==> config.mk <==
export PLATFORM = sky130hd
export DESIGN_NAME = decode_ctl
export DESIGN_NICKNAME = d
export VERILOG_FILES = /design/src/rtl/decode_pkg.sv /design/src/rtl/decode_len_tab.sv /design/src/rtl/decode_ctl.sv
export SDC_FILE = /design/constraint.sdc
export NUM_CORES = 1
export LEC_CHECK = 0
export ABC_AREA = 1
export CORE_UTILIZATION = 53
export DETAILED_ROUTE_END_ITERATION = 7
export PLACE_DENSITY_LB_ADDON = 0.15
export RECOVER_POWER = 50
export SYNTH_ARGS = -nofsm -noshare
export SYNTH_HDL_FRONTEND = slang
export SYNTH_SLANG_ARGS = --single-unit
==> constraint.sdc <==
create_clock -name clk -period 2.7 [get_ports clk]
set_clock_uncertainty 0.1 [all_clocks]
set_input_delay 0.27 -clock clk [delete_from_list [all_inputs] [get_ports clk]]
set_output_delay 0.27 -clock clk [all_outputs]
set_load 0.005 [all_outputs]
==> src/rtl/decode_pkg.sv <==
// Shared encodings for the LZS token parser: FSM states, token type codes and field widths.
package decode_pkg;

  localparam logic [2:0] S_TOK  = 3'd0;
  localparam logic [2:0] S_LEN  = 3'd1;
  localparam logic [2:0] S_EXT  = 3'd2;
  localparam logic [2:0] S_DONE = 3'd3;
  localparam logic [2:0] S_ERR  = 3'd4;

  localparam logic [1:0] T_LIT   = 2'b00;
  localparam logic [1:0] T_MATCH = 2'b01;
  localparam logic [1:0] T_END   = 2'b10;

  localparam int unsigned LIT_BITS  = 9;
  localparam int unsigned SOFF_BITS = 9;
  localparam int unsigned LOFF_BITS = 13;
  localparam int unsigned NIB       = 4;
  localparam int unsigned EXT_BASE  = 8;

  localparam logic [3:0] NIB_CONT = 4'hF;

  // One row of the short-length code table.
  typedef struct packed {
    logic [2:0] len;
    logic [3:0] width;
    logic       ext;
  } len_ent_t;

endpackage

==> src/rtl/decode_len_tab.sv <==
// Maps the next four stream bits onto an LZS short length code, its bit width, or the extension escape.
module decode_len_tab
  import decode_pkg::*;
(
  input  logic [3:0] nib_i,
  output len_ent_t   ent_o
);

  always_comb begin
    ent_o       = '0;
    ent_o.width = 4'(NIB);
    casez (nib_i)
      4'b00??: begin ent_o.len = 3'd2; ent_o.width = 4'd2; end
      4'b01??: begin ent_o.len = 3'd3; ent_o.width = 4'd2; end
      4'b10??: begin ent_o.len = 3'd4; ent_o.width = 4'd2; end
      4'b1100: ent_o.len = 3'd5;
      4'b1101: ent_o.len = 3'd6;
      4'b1110: ent_o.len = 3'd7;
      default: ent_o.ext = 1'b1;
    endcase
  end

endmodule

==> src/rtl/decode_ctl.sv <==
// LZS token parser: consumes literal/match/end fields from a 13-bit peek window and emits tokens.
// Optional DECODE_STAT_EN adds lit_cnt/match_cnt statistics counters.
module decode_ctl
  import decode_pkg::*;
#(
  parameter int unsigned LEN_W = 16
`ifdef DECODE_STAT_EN
  , parameter int unsigned STAT_W = 32
`endif
) (
  input  logic              clk,
  input  logic              rst,
  input  logic              start,
  input  logic [12:0]       stream_data,
  input  logic              stream_valid,
  output logic [3:0]        stream_width,
  output logic              stream_ack,
  output logic              out_valid,
  input  logic              out_ready,
  output logic [1:0]        out_type,
  output logic [7:0]        out_literal,
  output logic [10:0]       out_offset,
  output logic [LEN_W-1:0]  out_length,
`ifdef DECODE_STAT_EN
  output logic [STAT_W-1:0] lit_cnt,
  output logic [STAT_W-1:0] match_cnt,
`endif
  output logic              done,
  output logic              err
);

  logic [2:0]       state_q, state_d;
  logic [10:0]      off_q, off_d;
  logic [LEN_W-1:0] acc_q, acc_d;

  logic             out_valid_q;
  logic [1:0]       out_type_q;
  logic [7:0]       out_literal_q;
  logic [10:0]      out_offset_q;
  logic [LEN_W-1:0] out_length_q;

  logic             free_c;
  logic             ld;
  logic [1:0]       ld_type;
  logic [LEN_W-1:0] ld_len;
  logic [LEN_W:0]   ext_sum;
  len_ent_t         len_ent;

  decode_len_tab u_len_tab (
    .nib_i (stream_data[12:9]),
    .ent_o (len_ent)
  );

  assign free_c  = ~out_valid_q | out_ready;
  assign ext_sum = {1'b0, acc_q} + (LEN_W+1)'(stream_data[12:9]);

  // Field parsing: decides the consume width and whether a token is loaded this cycle.
  always_comb begin
    state_d      = state_q;
    off_d        = off_q;
    acc_d        = acc_q;
    stream_ack   = 1'b0;
    stream_width = '0;
    ld           = 1'b0;
    ld_type      = T_LIT;
    ld_len       = '0;
    case (state_q)
      S_TOK: begin
        if (stream_valid && free_c) begin
          stream_ack = 1'b1;
          if (!stream_data[12]) begin
            stream_width = 4'(LIT_BITS);
            ld           = 1'b1;
            ld_type      = T_LIT;
          end else if (stream_data[11]) begin
            stream_width = 4'(SOFF_BITS);
            off_d        = 11'(stream_data[10:4]);
            if (stream_data[10:4] == 7'd0) begin
              ld      = 1'b1;
              ld_type = T_END;
              state_d = S_DONE;
            end else begin
              state_d = S_LEN;
            end
          end else begin
            stream_width = 4'(LOFF_BITS);
            off_d        = stream_data[10:0];
            state_d      = (stream_data[10:0] == 11'd0) ? S_ERR : S_LEN;
          end
        end
      end
      S_LEN: begin
        if (stream_valid) begin
          stream_ack   = 1'b1;
          stream_width = len_ent.width;
          if (len_ent.ext) begin
            acc_d   = LEN_W'(EXT_BASE);
            state_d = S_EXT;
          end else begin
            ld      = 1'b1;
            ld_type = T_MATCH;
            ld_len  = LEN_W'(len_ent.len);
            state_d = S_TOK;
          end
        end
      end
      S_EXT: begin
        if (stream_valid) begin
          stream_ack   = 1'b1;
          stream_width = 4'(NIB);
          if (ext_sum[LEN_W]) begin
            state_d = S_ERR;
          end else if (stream_data[12:9] != NIB_CONT) begin
            ld      = 1'b1;
            ld_type = T_MATCH;
            ld_len  = ext_sum[LEN_W-1:0];
            state_d = S_TOK;
          end else begin
            acc_d = ext_sum[LEN_W-1:0];
          end
        end
      end
      S_DONE, S_ERR: begin
        if (start) state_d = S_TOK;
      end
      default: state_d = S_TOK;
    endcase
  end

  always_ff @(posedge clk or posedge rst) begin
    if (rst) begin
      state_q <= S_TOK;
      off_q   <= '0;
      acc_q   <= '0;
    end else begin
      state_q <= state_d;
      off_q   <= off_d;
      acc_q   <= acc_d;
    end
  end

  // Token register: only the fields belonging to the loaded type are updated.
  always_ff @(posedge clk or posedge rst) begin
    if (rst) begin
      out_valid_q   <= 1'b0;
      out_type_q    <= '0;
      out_literal_q <= '0;
      out_offset_q  <= '0;
      out_length_q  <= '0;
    end else if (ld) begin
      out_valid_q <= 1'b1;
      out_type_q  <= ld_type;
      if (ld_type == T_LIT) out_literal_q <= stream_data[11:4];
      if (ld_type == T_MATCH) begin
        out_offset_q <= off_q;
        out_length_q <= ld_len;
      end
    end else if (out_ready) begin
      out_valid_q <= 1'b0;
    end
  end

  assign out_valid   = out_valid_q;
  assign out_type    = out_type_q;
  assign out_literal = out_literal_q;
  assign out_offset  = out_offset_q;
  assign out_length  = out_length_q;
  assign done        = (state_q == S_DONE);
  assign err         = (state_q == S_ERR);

`ifdef DECODE_STAT_EN
  logic [STAT_W-1:0] lit_cnt_q, match_cnt_q;

  always_ff @(posedge clk or posedge rst) begin
    if (rst) begin
      lit_cnt_q   <= '0;
      match_cnt_q <= '0;
    end else if (ld) begin
      if (ld_type == T_LIT)   lit_cnt_q   <= lit_cnt_q + STAT_W'(1);
      if (ld_type == T_MATCH) match_cnt_q <= match_cnt_q + STAT_W'(1);
    end
  end

  assign lit_cnt   = lit_cnt_q;
  assign match_cnt = match_cnt_q;
`endif

endmodule

==> flow_summary.json <==
{
  "run_status": "finished with violations",
  "failed_checks": "capacitance limit, slew limit",
  "cts_hold_repair.buffers": 0,
  "crit_end_element": "primary output",
  "global_route_wire_length_before_repair_microns": 14100,
  "gp_routability_congestion": 0.885,
  "wl_per_cell_microns": 13.6,
  "cts_htree_levels": 3,
  "class_of_the_most_critical_hold_timing_path": "register to register",
  "grt_max_degree": 37,
  "timing.final.crit_period_ns": 2.54,
  "grt_antenna_before_repair": 0,
  "std_cell_core_area_sq_um": 6390,
  "slew_hr": -0.262,
  "drt-pass1-iter-count": 5,
  "nNetsFinal": 543,
  "mostFrequentLayoutCells": "169 x nand2_1, 68 x dfrtp_1, 43 x inv_1",
  "worst-setup-path-type": "input pin to primary output",
  "postSynthRegisterBits": 68,
  "start_kind": "input pin",
  "routedLengthMet1_microns": 3930,
  "via_per_inst": 5.30,
  "critPathRequiredTime_ns": 2.33,
  "finalHoldViolCount": 0,
  "leakagePower_uw": 0.00224,
  "adder_and_majority_gate_portion_of_the_synthesized_area": 0.0198,
  "yosys.cell_types.count": 34,
  "cts.reportedPaths.clkPinSlew_ns": 0.06,
  "mostFrequentLayoutCell": "nand2_1",
  "area_growth_syn_to_layout_pct": 24.2,
  "seq_area_sq_um": 1700,
  "main_combinational_cell_family_by_area_after_synthesis": "simple AND/OR/NAND/NOR gates",
  "clock-sinks": 68,
  "worstMarginPinSlew_ns": 1.89,
  "rsz0062_at_grt": "no",
  "maxClockFrequency_mhz": 393,
  "slowest_stage": "clkdlybuf4s50_1",
  "syn_area_sq_um": 3540,
  "postSynthNetCount": 472,
  "cts_setup_buffers": 0,
  "yosys.area_share.simple": 0.318,
  "n_fill_cell": 558,
  "synth_edf_count": 0,
  "clk_latency_ns": 0.34,
  "multi_input_area_sq_um": 1560,
  "routed.top_layer": "met4",
  "portBuffers": 62,
  "final_wirelength_microns": 8180,
  "area_fraction_in_compound_gates_after_synthesis": 0.0860,
  "number_of_standard_cells_in_the_layout_taps_in_and_fillers_out": 601,
  "die_w_microns": 83.7,
  "numCtsBuffers": 9,
  "synth_seq_area_share": 0.481,
  "num_vias": 3185,
  "ctsRootBufferMaster": "clkbuf_8",
  "die_h_microns": 83.7,
  "worstPathArrival_ns": 2.17,
  "critPathMaxStageDelay_ns": 0.52,
  "timing.hold.ws_ns": 0.375,
  "finish.utilization": 0.688,
  "drive_gt1_frac": 0.0916,
  "groute.usage.overall": 0.251,
  "timing.critical_path.cells": "clkdlybuf4s50_1 -> inv_1 -> a21oi_1 -> nand2_1 -> nor2_2 -> nand2_1 -> nand2_1 -> clkdlybuf4s50_1",
  "path_common_cell": "nand2_1",
  "post_cts.resized_instances": 0,
  "cp_max_fo": 5,
  "vdd.ir_drop.worst_mv": 0.560,
  "grt-ovfl-total": 0,
  "synth_xor_area_frac": 0.0173,
  "io-pin-count": 63,
  "placed_cells": 586,
  "floorplan.initialDensity": 0.554,
  "synthArstFlopShare": 1.00,
  "final_number_of_max_transition_violations": 70,
  "met2_length_microns": 3550,
  "timing.setup.tns_ns": 0,
  "first_global_vias": 3012,
  "gate_count_after_technology_mapping": 449,
  "yosys_warnings": 0,
  "hpwlAfterDp_microns": 6200,
  "drtIter0Drc": 206,
  "maxCapViolations": 2,
  "tritoncts_clock_tree": "done",
  "synthesis.area_per_instance_sq_um": 7.88,
  "finalSetupViolations": 0,
  "drc": 0,
  "max-clock-path-buffers": 2,
  "ant_nets": 0,
  "final_min_period_over_clock_period": 0.941,
  "placement_rows": 29,
  "fp.dieArea_sq_um": 7000,
  "pwrdens_nw_per_um2": 739,
  "met3_length_microns": 619,
  "yosys_most_used_dff": "dfrtp_1",
  "antenna_cells": 0,
  "multiplexer_area_fraction_after_synthesis": 0
}
power by group:
group | switching [uW] | total, uW | internal, uW
combinational | 560 | 1110 | 555
clock | 381 | 704 | 323
sequential | 132 | 1430 | 1300
total | 1070 | 3250 | 2170
synthesized netlist by cell type (2+ instances only):
master      n  area [sq um]
a21oi_1     6          30.0
buf_2       2          10.0
buf_4       2          15.0
buf_6       5          56.3
dfrtp_1    68          1700
ha_1        4          50.1
inv_1      43           161
inv_2       6          22.5
nand2_1   169           634
nand2_2     5          31.3
nand3_1    29           145
nand3_2     2          20.0
nand3b_1    4          30.0
nand3b_2    3          33.8
nand4_1     4          25.0
nor2_1     21          78.8
nor2_2      4          25.0
nor2_4      3          33.8
nor3_1      3          15.0
o211ai_1    6          45.0
o21ai_0    17          85.1
o21ai_1    21           105
o22ai_1     4          25.0
or2_2       2          12.5
xor2_1      7          61.3
path summary, 6_finish.rpt:
path                       cells past startpoint  slack, ns         endpoint          start
min                                            2       0.37    out_length[3]  out_length[3]
min reg2reg                                    2       0.37    out_length[3]  out_length[3]
max reg2reg                                   11       0.49        acc_q[15]       acc_q[0]
max in group asynchronous                      3       0.44   out_offset[10]            rst
min in group asynchronous                      3       0.91   out_length[12]            rst
max                                            8       0.16  stream_width[2]   stream_valid
final cells by class:
| class | instances | share of cell area |
|---|---|---|
| Clock buffer | 10 | 0.0291 |
| Clock inverter | 5 | 0.00684 |
| Inverter | 49 | 0.0419 |
| Multi-Input combinational cell | 321 | 0.355 |
| Sequential cell | 68 | 0.387 |
| Tap cell | 77 | 0.0219 |
| Timing Repair Buffer | 71 | 0.158 |
sequential cells by signal, summed over array words and instances, names as in the netlist:
name,cells
acc_q,16
off_q,11
out_length,16
out_literal,8
out_offset,11
out_type,2
out_valid,1
state_q,3
stage by stage:
stage	instance area (sq um)	total power [uW]	setup slack [ns]
5_1_grt	4390	3460	0.0503
3_5_place_dp	4240	2610	-0.0312
4_1_cts	4400	3310	0.194
2_1_floorplan	3540	2040	0.618
6_report	4390	3250	0.159
3_3_place_gp	4240	2570	0.0369
kinds of logic after synthesis:
family	count (synthesis)
DFF	68
adders and majority gates	5
buffers and inverters	60
AOI/OAI and AO/OA	56
and+or+nand+nor	253
xor gates and xnor gates	7
critical path: cells and delay by family:
family | cells | cell delay [ns]
compound gates | 1 | 0.24
buf+inv | 3 | 1.13
simple gates | 4 | 0.53
routing by layer:
metal / vias up / global-route usage
met5: - / 0
met4: 0 / 0.0770
met3: 8 / 0.0366
met2: 124 / 0.381
met1: 1483 / 0.375
li1: 1570 / -
Note: power is estimated with default switching activity, not from simulation.
